[src/rtl/wave_meas.sv]
// wave_meas: waveform period / peak-to-peak analyser for 14-bit offset-binary
// sample streams. Rising midscale crossings are detected with a hysteresis
// band; every crossing publishes the sample count and max-min of the window
// since the previous crossing.
// Optional build macro: WAVE_MEAS_AVG_EN -- publish once per four periods
// with the averaged period and the combined peak-to-peak amplitude.
module wave_meas #(
    parameter int PERIOD_W = 24,
    parameter int HYST     = 64
) (
    input  logic                clk,
    input  logic                rst_n,
    input  logic                en,
    input  logic                sample_valid,
    input  logic [13:0]         sample,
    output logic [PERIOD_W-1:0] period,
    output logic [13:0]         amp_pp,
    output logic                meas_valid,
    output logic                timeout
);

    localparam logic [13:0]         THR_LO  = 14'(8192 - HYST);
    localparam logic [13:0]         THR_HI  = 14'(8192 + HYST);
    localparam logic [PERIOD_W-1:0] CNT_MAX = {PERIOD_W{1'b1}};

    typedef enum logic [2:0] {
        ST_IDLE    = 3'd0,
        ST_ARM     = 3'd1,
        ST_SYNC    = 3'd2,
        ST_MEAS_LO = 3'd3,
        ST_MEAS_HI = 3'd4
    } state_t;

    state_t              state_r, state_nxt_s;
    logic [PERIOD_W-1:0] cnt_r, cnt_nxt_s;
    logic [13:0]         min_r, min_nxt_s;
    logic [13:0]         max_r, max_nxt_s;
    logic [PERIOD_W-1:0] period_nxt_s;
    logic [13:0]         amp_nxt_s;
    logic                meas_valid_nxt_s;
    logic                timeout_nxt_s;
    logic                is_low_s;
    logic                is_high_s;

`ifdef WAVE_MEAS_AVG_EN
    logic [PERIOD_W+1:0] acc_sum_r, acc_sum_nxt_s, acc_total_s;
    logic [1:0]          acc_cnt_r, acc_cnt_nxt_s;
`endif

    function automatic logic [13:0] min14(input logic [13:0] a, input logic [13:0] b);
        return (a < b) ? a : b;
    endfunction

    function automatic logic [13:0] max14(input logic [13:0] a, input logic [13:0] b);
        return (a > b) ? a : b;
    endfunction

    assign is_low_s  = (sample < THR_LO);
    assign is_high_s = (sample >= THR_HI);

    // Next-state and datapath: crossing detection, counting, publishing, saturation.
    always_comb begin
        state_nxt_s      = state_r;
        cnt_nxt_s        = cnt_r;
        min_nxt_s        = min_r;
        max_nxt_s        = max_r;
        period_nxt_s     = period;
        amp_nxt_s        = amp_pp;
        meas_valid_nxt_s = 1'b0;
        timeout_nxt_s    = timeout;
`ifdef WAVE_MEAS_AVG_EN
        acc_sum_nxt_s    = acc_sum_r;
        acc_cnt_nxt_s    = acc_cnt_r;
        acc_total_s      = acc_sum_r + {2'b00, cnt_r};
`endif
        if (!en) begin
            // Disable aborts the measurement; published results stay visible.
            state_nxt_s = ST_IDLE;
            cnt_nxt_s   = {PERIOD_W{1'b0}};
            min_nxt_s   = 14'd0;
            max_nxt_s   = 14'd0;
`ifdef WAVE_MEAS_AVG_EN
            acc_sum_nxt_s = {(PERIOD_W+2){1'b0}};
            acc_cnt_nxt_s = 2'd0;
`endif
        end else if (state_r == ST_IDLE) begin
            state_nxt_s = ST_ARM;
`ifdef WAVE_MEAS_AVG_EN
            acc_sum_nxt_s = {(PERIOD_W+2){1'b0}};
            acc_cnt_nxt_s = 2'd0;
`endif
        end else if (sample_valid) begin
            case (state_r)
                ST_ARM: begin
`ifdef WAVE_MEAS_AVG_EN
                    acc_sum_nxt_s = {(PERIOD_W+2){1'b0}};
                    acc_cnt_nxt_s = 2'd0;
`endif
                    if (is_low_s) begin
                        state_nxt_s = ST_SYNC;
                    end else begin
                        state_nxt_s = ST_ARM;
                    end
                end
                ST_SYNC: begin
                    if (is_high_s) begin
                        // First crossing opens the first window.
                        state_nxt_s = ST_MEAS_LO;
                        cnt_nxt_s   = {{(PERIOD_W-1){1'b0}}, 1'b1};
                        min_nxt_s   = sample;
                        max_nxt_s   = sample;
                    end else begin
                        state_nxt_s = ST_SYNC;
                    end
                end
                ST_MEAS_LO, ST_MEAS_HI: begin
                    if ((state_r == ST_MEAS_HI) && is_high_s) begin
                        // Rising crossing: the crossing sample starts the next window,
                        // so the published window excludes it. Crossing beats saturation.
                        state_nxt_s = ST_MEAS_LO;
                        cnt_nxt_s   = {{(PERIOD_W-1){1'b0}}, 1'b1};
`ifdef WAVE_MEAS_AVG_EN
                        if (acc_cnt_r == 2'd3) begin
                            period_nxt_s     = acc_total_s[PERIOD_W+1:2];
                            amp_nxt_s        = max_r - min_r;
                            meas_valid_nxt_s = 1'b1;
                            timeout_nxt_s    = 1'b0;
                            acc_sum_nxt_s    = {(PERIOD_W+2){1'b0}};
                            acc_cnt_nxt_s    = 2'd0;
                            min_nxt_s        = sample;
                            max_nxt_s        = sample;
                        end else begin
                            // Min/max keep spanning all four periods.
                            acc_sum_nxt_s = acc_total_s;
                            acc_cnt_nxt_s = acc_cnt_r + 2'd1;
                            min_nxt_s     = min14(min_r, sample);
                            max_nxt_s     = max14(max_r, sample);
                        end
`else
                        period_nxt_s     = cnt_r;
                        amp_nxt_s        = max_r - min_r;
                        meas_valid_nxt_s = 1'b1;
                        timeout_nxt_s    = 1'b0;
                        min_nxt_s        = sample;
                        max_nxt_s        = sample;
`endif
                    end else if (cnt_r == CNT_MAX) begin
                        // Counter would overflow: give up and re-arm.
                        state_nxt_s   = ST_ARM;
                        cnt_nxt_s     = {PERIOD_W{1'b0}};
                        min_nxt_s     = 14'd0;
                        max_nxt_s     = 14'd0;
                        timeout_nxt_s = 1'b1;
`ifdef WAVE_MEAS_AVG_EN
                        acc_sum_nxt_s = {(PERIOD_W+2){1'b0}};
                        acc_cnt_nxt_s = 2'd0;
`endif
                    end else begin
                        cnt_nxt_s = cnt_r + {{(PERIOD_W-1){1'b0}}, 1'b1};
                        min_nxt_s = min14(min_r, sample);
                        max_nxt_s = max14(max_r, sample);
                        if ((state_r == ST_MEAS_LO) && is_low_s) begin
                            state_nxt_s = ST_MEAS_HI;
                        end else begin
                            state_nxt_s = state_r;
                        end
                    end
                end
                default: begin
                    state_nxt_s = ST_IDLE;
                    cnt_nxt_s   = {PERIOD_W{1'b0}};
                    min_nxt_s   = 14'd0;
                    max_nxt_s   = 14'd0;
                end
            endcase
        end else begin
            // No accepted sample: everything holds.
            state_nxt_s = state_r;
        end
    end

    // FSM state register.
    always_ff @(posedge clk or negedge rst_n) begin
        if (!rst_n) begin
            state_r <= ST_IDLE;
        end else begin
            state_r <= state_nxt_s;
        end
    end

    // Window counters and registered measurement outputs.
    always_ff @(posedge clk or negedge rst_n) begin
        if (!rst_n) begin
            cnt_r      <= {PERIOD_W{1'b0}};
            min_r      <= 14'd0;
            max_r      <= 14'd0;
            period     <= {PERIOD_W{1'b0}};
            amp_pp     <= 14'd0;
            meas_valid <= 1'b0;
            timeout    <= 1'b0;
        end else begin
            cnt_r      <= cnt_nxt_s;
            min_r      <= min_nxt_s;
            max_r      <= max_nxt_s;
            period     <= period_nxt_s;
            amp_pp     <= amp_nxt_s;
            meas_valid <= meas_valid_nxt_s;
            timeout    <= timeout_nxt_s;
        end
    end

`ifdef WAVE_MEAS_AVG_EN
    // Four-period accumulator for averaged publishing.
    always_ff @(posedge clk or negedge rst_n) begin
        if (!rst_n) begin
            acc_sum_r <= {(PERIOD_W+2){1'b0}};
            acc_cnt_r <= 2'd0;
        end else begin
            acc_sum_r <= acc_sum_nxt_s;
            acc_cnt_r <= acc_cnt_nxt_s;
        end
    end
`endif

endmodule
[config.mk]
export PLATFORM = sky130hd
export DESIGN_NAME = wave_meas
export DESIGN_NICKNAME = d
export VERILOG_FILES = /design/src/rtl/wave_meas.sv
export SDC_FILE = /design/constraint.sdc
export NUM_CORES = 1
export LEC_CHECK = 0
export CAP_MARGIN = 20
export CORE_MARGIN = 2
export CORE_UTILIZATION = 50
export CTS_CLUSTER_DIAMETER = 30
export DETAILED_ROUTE_END_ITERATION = 8
export MAX_ROUTING_LAYER = met4
export PLACE_DENSITY_LB_ADDON = 0.15
export SYNTH_ARGS = -nofsm -noshare
export SYNTH_HDL_FRONTEND = slang
export SYNTH_SLANG_ARGS = --single-unit
[constraint.sdc]
create_clock -name clk -period 2.5 [get_ports clk]
set_input_delay 0.625 -clock clk [delete_from_list [all_inputs] [get_ports clk]]
set_output_delay 0.625 -clock clk [all_outputs]
set_load 0.01 [all_outputs]
==> results of run 1 <==
-- report_power, final --
part           total, mW  switching [mW]  leakage (nW)  internal, mW
clock               1.04           0.642        0.0985         0.396
sequential          1.84           0.152          1.31          1.69
combinational       2.22            1.12          2.02          1.11
-- sequential cells by signal, indices dropped and copies added, names as in the netlist --
register,cells
state_r,3
max_r,14
timeout,1
period,24
min_r,14
meas_valid,1
cnt_r,24
amp_pp,14
-- area by class of cell --
class                           count  area [sq um]
Tap cell                          140         175.2
Timing Repair Buffer              131          1200
Multi-Input combinational cell    415          3131
Sequential cell                    95          2381
Inverter                           36         135.1
Clock buffer                        9         123.9
Clock inverter                      7         75.07
Fill cell                         866          3477
-- cells in the mapped netlist, types with 6 or more instances --
master / number / share of area [%]
xnor2_1: 10 / 1.6
mux2_4: 10 / 2.8
o21a_1: 6 / 0.83
nor2b_1: 6 / 0.69
dfrtp_1: 95 / 44
clkbuf_1: 13 / 0.90
o21ai_0: 35 / 3.2
nor3_1: 8 / 0.74
inv_1: 35 / 2.4
nand2_1: 100 / 6.9
nand2b_1: 6 / 0.69
a21oi_1: 28 / 2.6
nor2_1: 36 / 2.5
nand3_1: 19 / 1.8
mux2_2: 19 / 3.9
ha_1: 41 / 9.5
xor2_1: 18 / 2.9
nand4_1: 13 / 1.5
-- placed cells by master (no fill, tap or decap), drive strengths merged, types with 9 or more instances in the layout --
cell,n
a21oi,28
buf,78
clkbuf,14
clkdlybuf4s50,41
dfrtp,95
ha,41
inv,39
mux2,29
nand2,100
nand3,21
nand4,13
nor2,36
nor3,9
o21ai,36
xnor2,10
xor2,18
-- per-stage QoR --
stage | power (mW) | cell area (sq um) | cells | setup WS [ns] | hold WS, ns
after global routing | 5.405 | 7221 | 833 | -0.01931 | 0.2085
after floorplan | 3.099 | 5449 | 565 | -0.1366 | 0.3294
after global placement | 3.769 | 6624 | 802 | -0.6121 | 0.4571
final | 5.102 | 7221 | 833 | 0.02929 | 0.1716
after CTS | 4.998 | 7074 | 825 | -0.01385 | 0.1982
after detailed placement | 3.830 | 6624 | 802 | -0.6532 | 0.4630
-- what timing repair did --
item,4_1_cts,5_1_grt
buffers inserted,5,9
endpoints found under the hold margin,0,0
hold buffers,0,0
setup endpoints to repair,50,29
gates cloned,2,0
pin swaps,22,13
resized for setup,59,37
-- worst min path at each step --
stage,endpoint,start,slack [ns]
after floorplan,amp_pp[0]$_DFFE_PN0P_,rst_n,0.33
after global placement,period[2]$_DFFE_PN0P_,period[2]$_DFFE_PN0P_,0.46
after detailed placement,period[22]$_DFFE_PN0P_,period[22]$_DFFE_PN0P_,0.46
after CTS,amp_pp[3]$_DFFE_PN0P_,rst_n,0.20
after global routing,amp_pp[2]$_DFFE_PN0P_,rst_n,0.21
final,amp_pp[3]$_DFFE_PN0P_,rst_n,0.17
-- per-layer routing --
layer / vias to the layer above / global-route usage [%] / part of all wire [%]
met3: 18 / 3.556 / 4.2
met2: 107 / 38.45 / 47
met4: 0 / 9.249 / 1.8
met1: 2166 / 33.66 / 47
met5: - / - / 0
li1: 2208 / - / -
-- cells by family after synthesis --
logic type                 share of synthesized area, %
adders and majority gates                         9.838
and+or+nand+nor                                   18.13
DFF                                               43.88
xor gates and xnor gates                          4.526
buffers and inverters                             4.111
muxes                                             6.905
AOI/OAI and AO/OA                                 12.61
==> impl.org, run 1 <==
** Worst setup path
- In this run the worst setup path terminates at max_r[2]$_DFFE_PN0P_.
- Capturing point of the worst reg2reg path :: max_r[2]$_DFFE_PN0P_
- Register-to-register path setup slack :: 0.03 ns
- Gate family responsible for the most delay along the worst path :: simple AND/OR/NAND/NOR gates
- Crit Path Category :: register to register
- STA puts the critical path data arrival time at 2.75 ns.
- On the worst path, the slowest cell contributes a delay of 0.46 ns.
- In this run the critical register-to-register path is launched from max_r[9]$_DFFE_PN0P_.
- In this run the worst setup path begins at max_r[9]$_DFFE_PN0P_.
- Required time reported for the critical path endpoint :: 2.78 ns
- STA classifies the critical path endpoint as a register.
- Number of gates on the worst path with buffers counted :: 9
- Reg2Reg Depth :: 9
- The slowest stage of the critical path belongs to the cell dfrtp_1.
- The signal on the critical path passes through ha_4, nand4_1, nor3_2, nor2_2, o22a_1, o31ai_4, buf_6, buf_16, mux2_2.
- In this run the worst path has a maximum fanout of 7.
- Together, buffers and inverters on the worst path number 2.
- The worst setup path is launched from a register.

** Layout
- Ant diodes :: 0
- Post-layout net count :: 748
- Compared with the post-synthesis result, the final layout area differs by 33.28%.
- In the final layout, the share of cells above drive strength 1 is 25.97%.
- Cells fill 67.50% of the core in the end.

** Global routing
- Vias in the first global route :: 4480
- Gr ovfl total :: 0
- The number of antenna violations at the first check in global routing was 0.
- The first global-routing pass estimated 21970 um of wire.
- Global routing usage summed across all routing layers :: 24.94%
- Largest net degree at the start of global routing :: 35

** Routing
- Across all layers, the routed design uses 4499 vias.
- In the routed design, unresolved DRC markers number 0.
- Detailed-router iteration count before antenna repair :: 4
- In this run, the number of DRC markers left after iteration 0 of detailed routing was 220.
- Routed wire length :: 13650 um
- Dividing the detail-routed via count by the number of cells gives 5.401.
- Routed WL per cell :: 16.38 um
- The count of nets left with antenna violations once routing finished came out at 0.

** Floorplan
- The total area inside the core boundary comes to 0.01070 sq mm.
- The die is 108.1 um wide.
- During I/O placement, the number of pins put on the boundary was 58.
- Floorplan row count :: 38
- The die covers 0.01168 sq mm.
- The die is 108.1 um tall.
- Starting density of the core :: 50.64%

** Logic synthesis
- Averaged over all synthesized cells, the footprint is 9.589 sq um.
- Number of warning messages in the yosys log :: 0
- Counting flops with an async set or reset pin after synthesis yields a share of 100.0%.
- Share of synthesized area occupied by flip-flops and latches :: 43.88%
- Synthesized flop and latch total :: 95
- After synthesis, the netlist uses 58 different library cells.
- In the synthesized netlist the dominant register cell turns out to be dfrtp_1.
- Counting flops with a built-in enable in the synthesized netlist gives 0.
- Counting every instance in the synthesized netlist gives 565.
- Syn_nets :: 625
- The cell area that synthesis handed to floorplanning was 0.005418 sq mm.

** Clock tree
- No sink is reached through more buffers than the 2 on the longest clock path.
- The tree is rooted in a clkbuf_8.
- The clock drives 95 sinks.
- CTS H-tree depth :: 3
- Clock-pin slew was measured on the worst setup and hold paths at 0.11 ns.
- TritonCTS built the clock tree.
- Clock latency on the worst-skew pair :: 0.39 ns
- The number of clock buffers added by TritonCTS is 9.

** STA
- Post-route clock period utilization :: 98.83%
- Final setup violation count :: 0
- Count of final max-slew check failures :: 0
- Min Clock Period, post-route :: 2.471 ns
- Maximum clock frequency :: 404.7 MHz
- Relative slew margins :: 68.67%
- For the final routed database, the setup TNS stands at 0 ns.
- Hold violation count in the final report :: 0
- Worst Clk Skew :: 0.01330 ns
- At the pin with the least slew margin, the transition time is 0.4650 ns.

** Placement
- Number of buffers added on ports :: 57
- HPWL Detailed :: 9689 um
- Routability congestion estimate from global placement :: 0.8572

** Power
- PD cells :: 706.6 mW/mm^2
- Summed over all cells, the static leakage comes to 3.428 nW.
- IR Drop Worst-Case VDD :: 438.6 uV

** Hold path
- Class of the tightest hold or removal check :: input pin to asynchronous set/reset pin

** Outcome
- The run finished with clean final reports.

** Run
- Max Cap Violations :: 0
Note: power is estimated with default switching activity, not from simulation.
==> run 2, diff against run 1 <==
==> constraint.sdc (replaced) <==
create_clock -name clk -period 2.1 [get_ports clk]
set_input_delay 0.525 -clock clk [delete_from_list [all_inputs] [get_ports clk]]
set_output_delay 0.525 -clock clk [all_outputs]
set_load 0.01 [all_outputs]
==> impl.org, run 2 (synthesis gave the netlist of run 1 again) <==
** Outcome
- The run finished, with violations left.
- Violations in the final reports :: negative setup slack

** STA
- Post-route clock period utilization :: 113.9%
- Transition time at the pin with the least slew margin :: 0.4288 ns
- Relative slew margins :: 71.32%
- Setup violations remaining at the end of the flow were counted as 35.
- Setup repair after global routing could not meet its margin everywhere.
- Adding up every negative setup slack in the final design gives -7.520 ns.
- The number of hold-slack violations in the final timing report was 0.
- Worst path setup slack after routing :: -0.2927 ns
- Min Clock Period, post-route :: 2.393 ns
- Maximum clock frequency :: 417.9 MHz
- The number of pins exceeding their max-slew limit in the final report came to 0.
- Worst Clk Skew :: 0.01212 ns

** Layout
- Post-layout net count :: 811
- Footprint of the flip-flops and latches :: 0.002379 sq mm
- In the layout the commonest cells are buf_4, nand2_1, dfrtp_1, clkdlybuf4s50_1, nor2_1.
- The count of cells in the finished layout, fillers not included, comes to 896.
- Cells with a size suffix above 1 make up 35.45% of the layout.
- Leading cell type in the layout, fill and taps excluded :: buf_4
- Largest regs :: cnt_r (24), period (24)
- Summing all multi-input logic gate instances after layout gives 0.003297 sq mm.
- After filler insertion, the fill cell instance count of the layout stands at 760.
- The number of antenna diodes in the final layout is 0.
- From synthesis to final layout, the design area changed by 46.05%.
- Post-route standard cell area excluding fillers :: 0.007913 sq mm

** Power
- Overall power consumption after layout is estimated at 6.709 mW.
- Net switching is 35.81% of the power.
- In this run the power spent charging and discharging nets is 2.402 mW.
- Reg power frac :: 32.3%
- Internal power comes to 4.306 mW.
- Per report_power, the combinational group accounts for 47.8% of the total.
- For this design the ratio of total power to cell area is 847.8 mW/mm^2.
- The clock network burns 19.9% of the power.
- VDD sags by at most 728.8 uV.
- Cell leakage power :: 3.827 nW

** Worst setup path
- The signal on the critical path passes through buf_8, or4_4, buf_6, o21a_4, o21ai_4, nand3_4, o31ai_4, o41ai_4, clkbuf_16, mux2_4.
- Worst flop-to-flop path startpoint :: max_r[1]$_DFFE_PN0P_
- Required time reported for the critical path endpoint :: 2.37 ns
- In this design, the stage delay of the slowest critical-path cell is 0.54 ns.
- Along the worst path, the maximum fanout reaches 7.
- Number of gates on the worst path with buffers counted :: 10
- Beginning of the critical path :: sample[9]
- STA classifies the critical path endpoint as a register.
- Crit Path Category :: input pin to register
- Reg2Reg Depth :: 9
- Slowest cell on the critical path :: or4_4
- WP data arrival :: 2.67 ns
- Worst setup SP type :: input pin
- Sum of buffers and inverters on the critical path :: 3
- Among cell families on the critical path, the largest total delay comes from compound AO/OA/AOI/OAI gates.

** Routing
- Routed WL per cell :: 17.25 um
- Antenna Nets Post-Route :: 0
- DR vias :: 4928
- Summed over all layers, the routed wires come to 15450 um.
- The first detailed-routing pass took 7 iterations.
- Met3 WL post-DR :: 667 um
- Vias/cell :: 5.500
- Routed length on met1 :: 6243 um
- DR top layer :: met4
- After the first detailed-routing iteration, the DRC count stood at 300.
- After detailed routing, the number of remaining DRC violations is 0.
- Met2 wire length :: 8053 um

** Floorplan
- Floorplan row count :: 38
- From left edge to right edge, the die measures 108.1 um.
- The initial utilization of the core area, before any placement, comes to 50.64%.
- The die covers 0.01168 sq mm.
- The core region is 0.01070 sq mm.
- The floorplan step set the die height to 108.1 um.
- Boundary pin count :: 58

** Placement
- Routability-driven placement finished with a final weighted congestion of 0.9175.
- In this run the tool buffered the top-level ports with 57 buffer cells.
- The HPWL after detailed placement is 10470 um.
- Cell Count Post-Placement :: 867
- The placed instances occupy a cell area of 0.007124 sq mm.

** Clock tree
- Clock Root Buffer :: clkbuf_8
- Clock latency on the worst-skew pair :: 0.38 ns
- Maximum clock path buffer count :: 2
- Clock sink count :: 95
- CTS H-tree depth :: 3
- Counting the buffers created by CTS gives 9.
- In this run, post-CTS hold repair placed 0 buffers.
- Clock slew at the register clock pins of the worst setup and hold paths :: 0.10 ns
- CTS tree :: done

** Hold path
- The min-delay analysis places its worst path in the category input pin to asynchronous set/reset pin.

** Global routing
- For this run, the total global-route usage over all layers was measured as 28.57%.
- The number of antenna violations at the first check in global routing came to 0.
- Vias in the first global route :: 5166
- Entering global routing, the biggest net connects 34 pins.
- The first global-routing pass estimated 25270 um of wire.
- The total overflow left after global routing is 0.

** Run
- Max-cap violations in this run came to 0.
[run 2: metal layers]
| layer | global-route usage (%) | vias to the layer above |
|---|---|---|
| li1 | - | 2338 |
| met1 | 33.44 | 2397 |
| met2 | 49.64 | 149 |
| met3 | 3.617 | 44 |
| met4 | 12.00 | 0 |
| met5 | - | - |
[run 2: worst register-to-register path, stage by stage, from the launching register on]
cell and delay (ns):
dfrtp_1 0.44, ha_4 0.29, nor2b_4 0.13, o21ai_2 0.06, a21oi_2 0.20, nor4_4 0.06, o22a_1 0.24, o31ai_4 0.29
buf_6 0.22, mux2_4 0.32
[run 2: worst paths after layout]
check	to	slack, ns
worst min-delay path	amp_pp[2]$_DFFE_PN0P_	0.03
worst max register to register	max_r[9]$_DFFE_PN0P_	-0.26
worst max-delay path	min_r[9]$_DFFE_PN0P_	-0.29
worst min register to register	period[8]$_DFFE_PN0P_	0.48
max in group asynchronous	period[10]$_DFFE_PN0P_	1.45
min in group clk	period[8]$_DFFE_PN0P_	0.48
[run 2: layout make-up]
cell class / instances / share of cell area [%]
clock inverters: 5 / 0.8065
inverters: 36 / 1.724
repair buffers: 194 / 21.62
flip-flops and latches: 95 / 30.06
clock buffers: 11 / 1.913
multi-input cells: 415 / 41.67
well taps: 140 / 2.214
[run 2: power groups by stage]
stage	Clock (mW)	Sequential [mW]	Combinational (mW)
after global placement	0	2.17	2.50
after CTS	1.35	2.15	2.90
after detailed placement	0	2.17	2.59
after floorplan	0	2.18	1.52
final	1.34	2.16	3.21
after global routing	1.41	2.18	3.48
[run 2: stage by stage]
step	utilization [%]	hold WS (ns)	worst slack, ns
floorplan	-	0.2294	-0.4366
global placement	66.49	0.4501	-1.264
detailed placement	66.60	0.4548	-1.227
CTS	72.02	0.04069	-0.3779
global route	73.96	0.06035	-0.3403
finish	73.96	0.03110	-0.2927
[run 2: repair_timing]
| item | in CTS | in global routing |
|---|---|---|
| gates resized for setup | 96 | 57 |
| setup buffers | 12 | 5 |
| setup endpoints to repair | 95 | 55 |
| hold endpoints to repair | 0 | 0 |
| pin swaps | 27 | 38 |
| gates cloned | 1 | 0 |
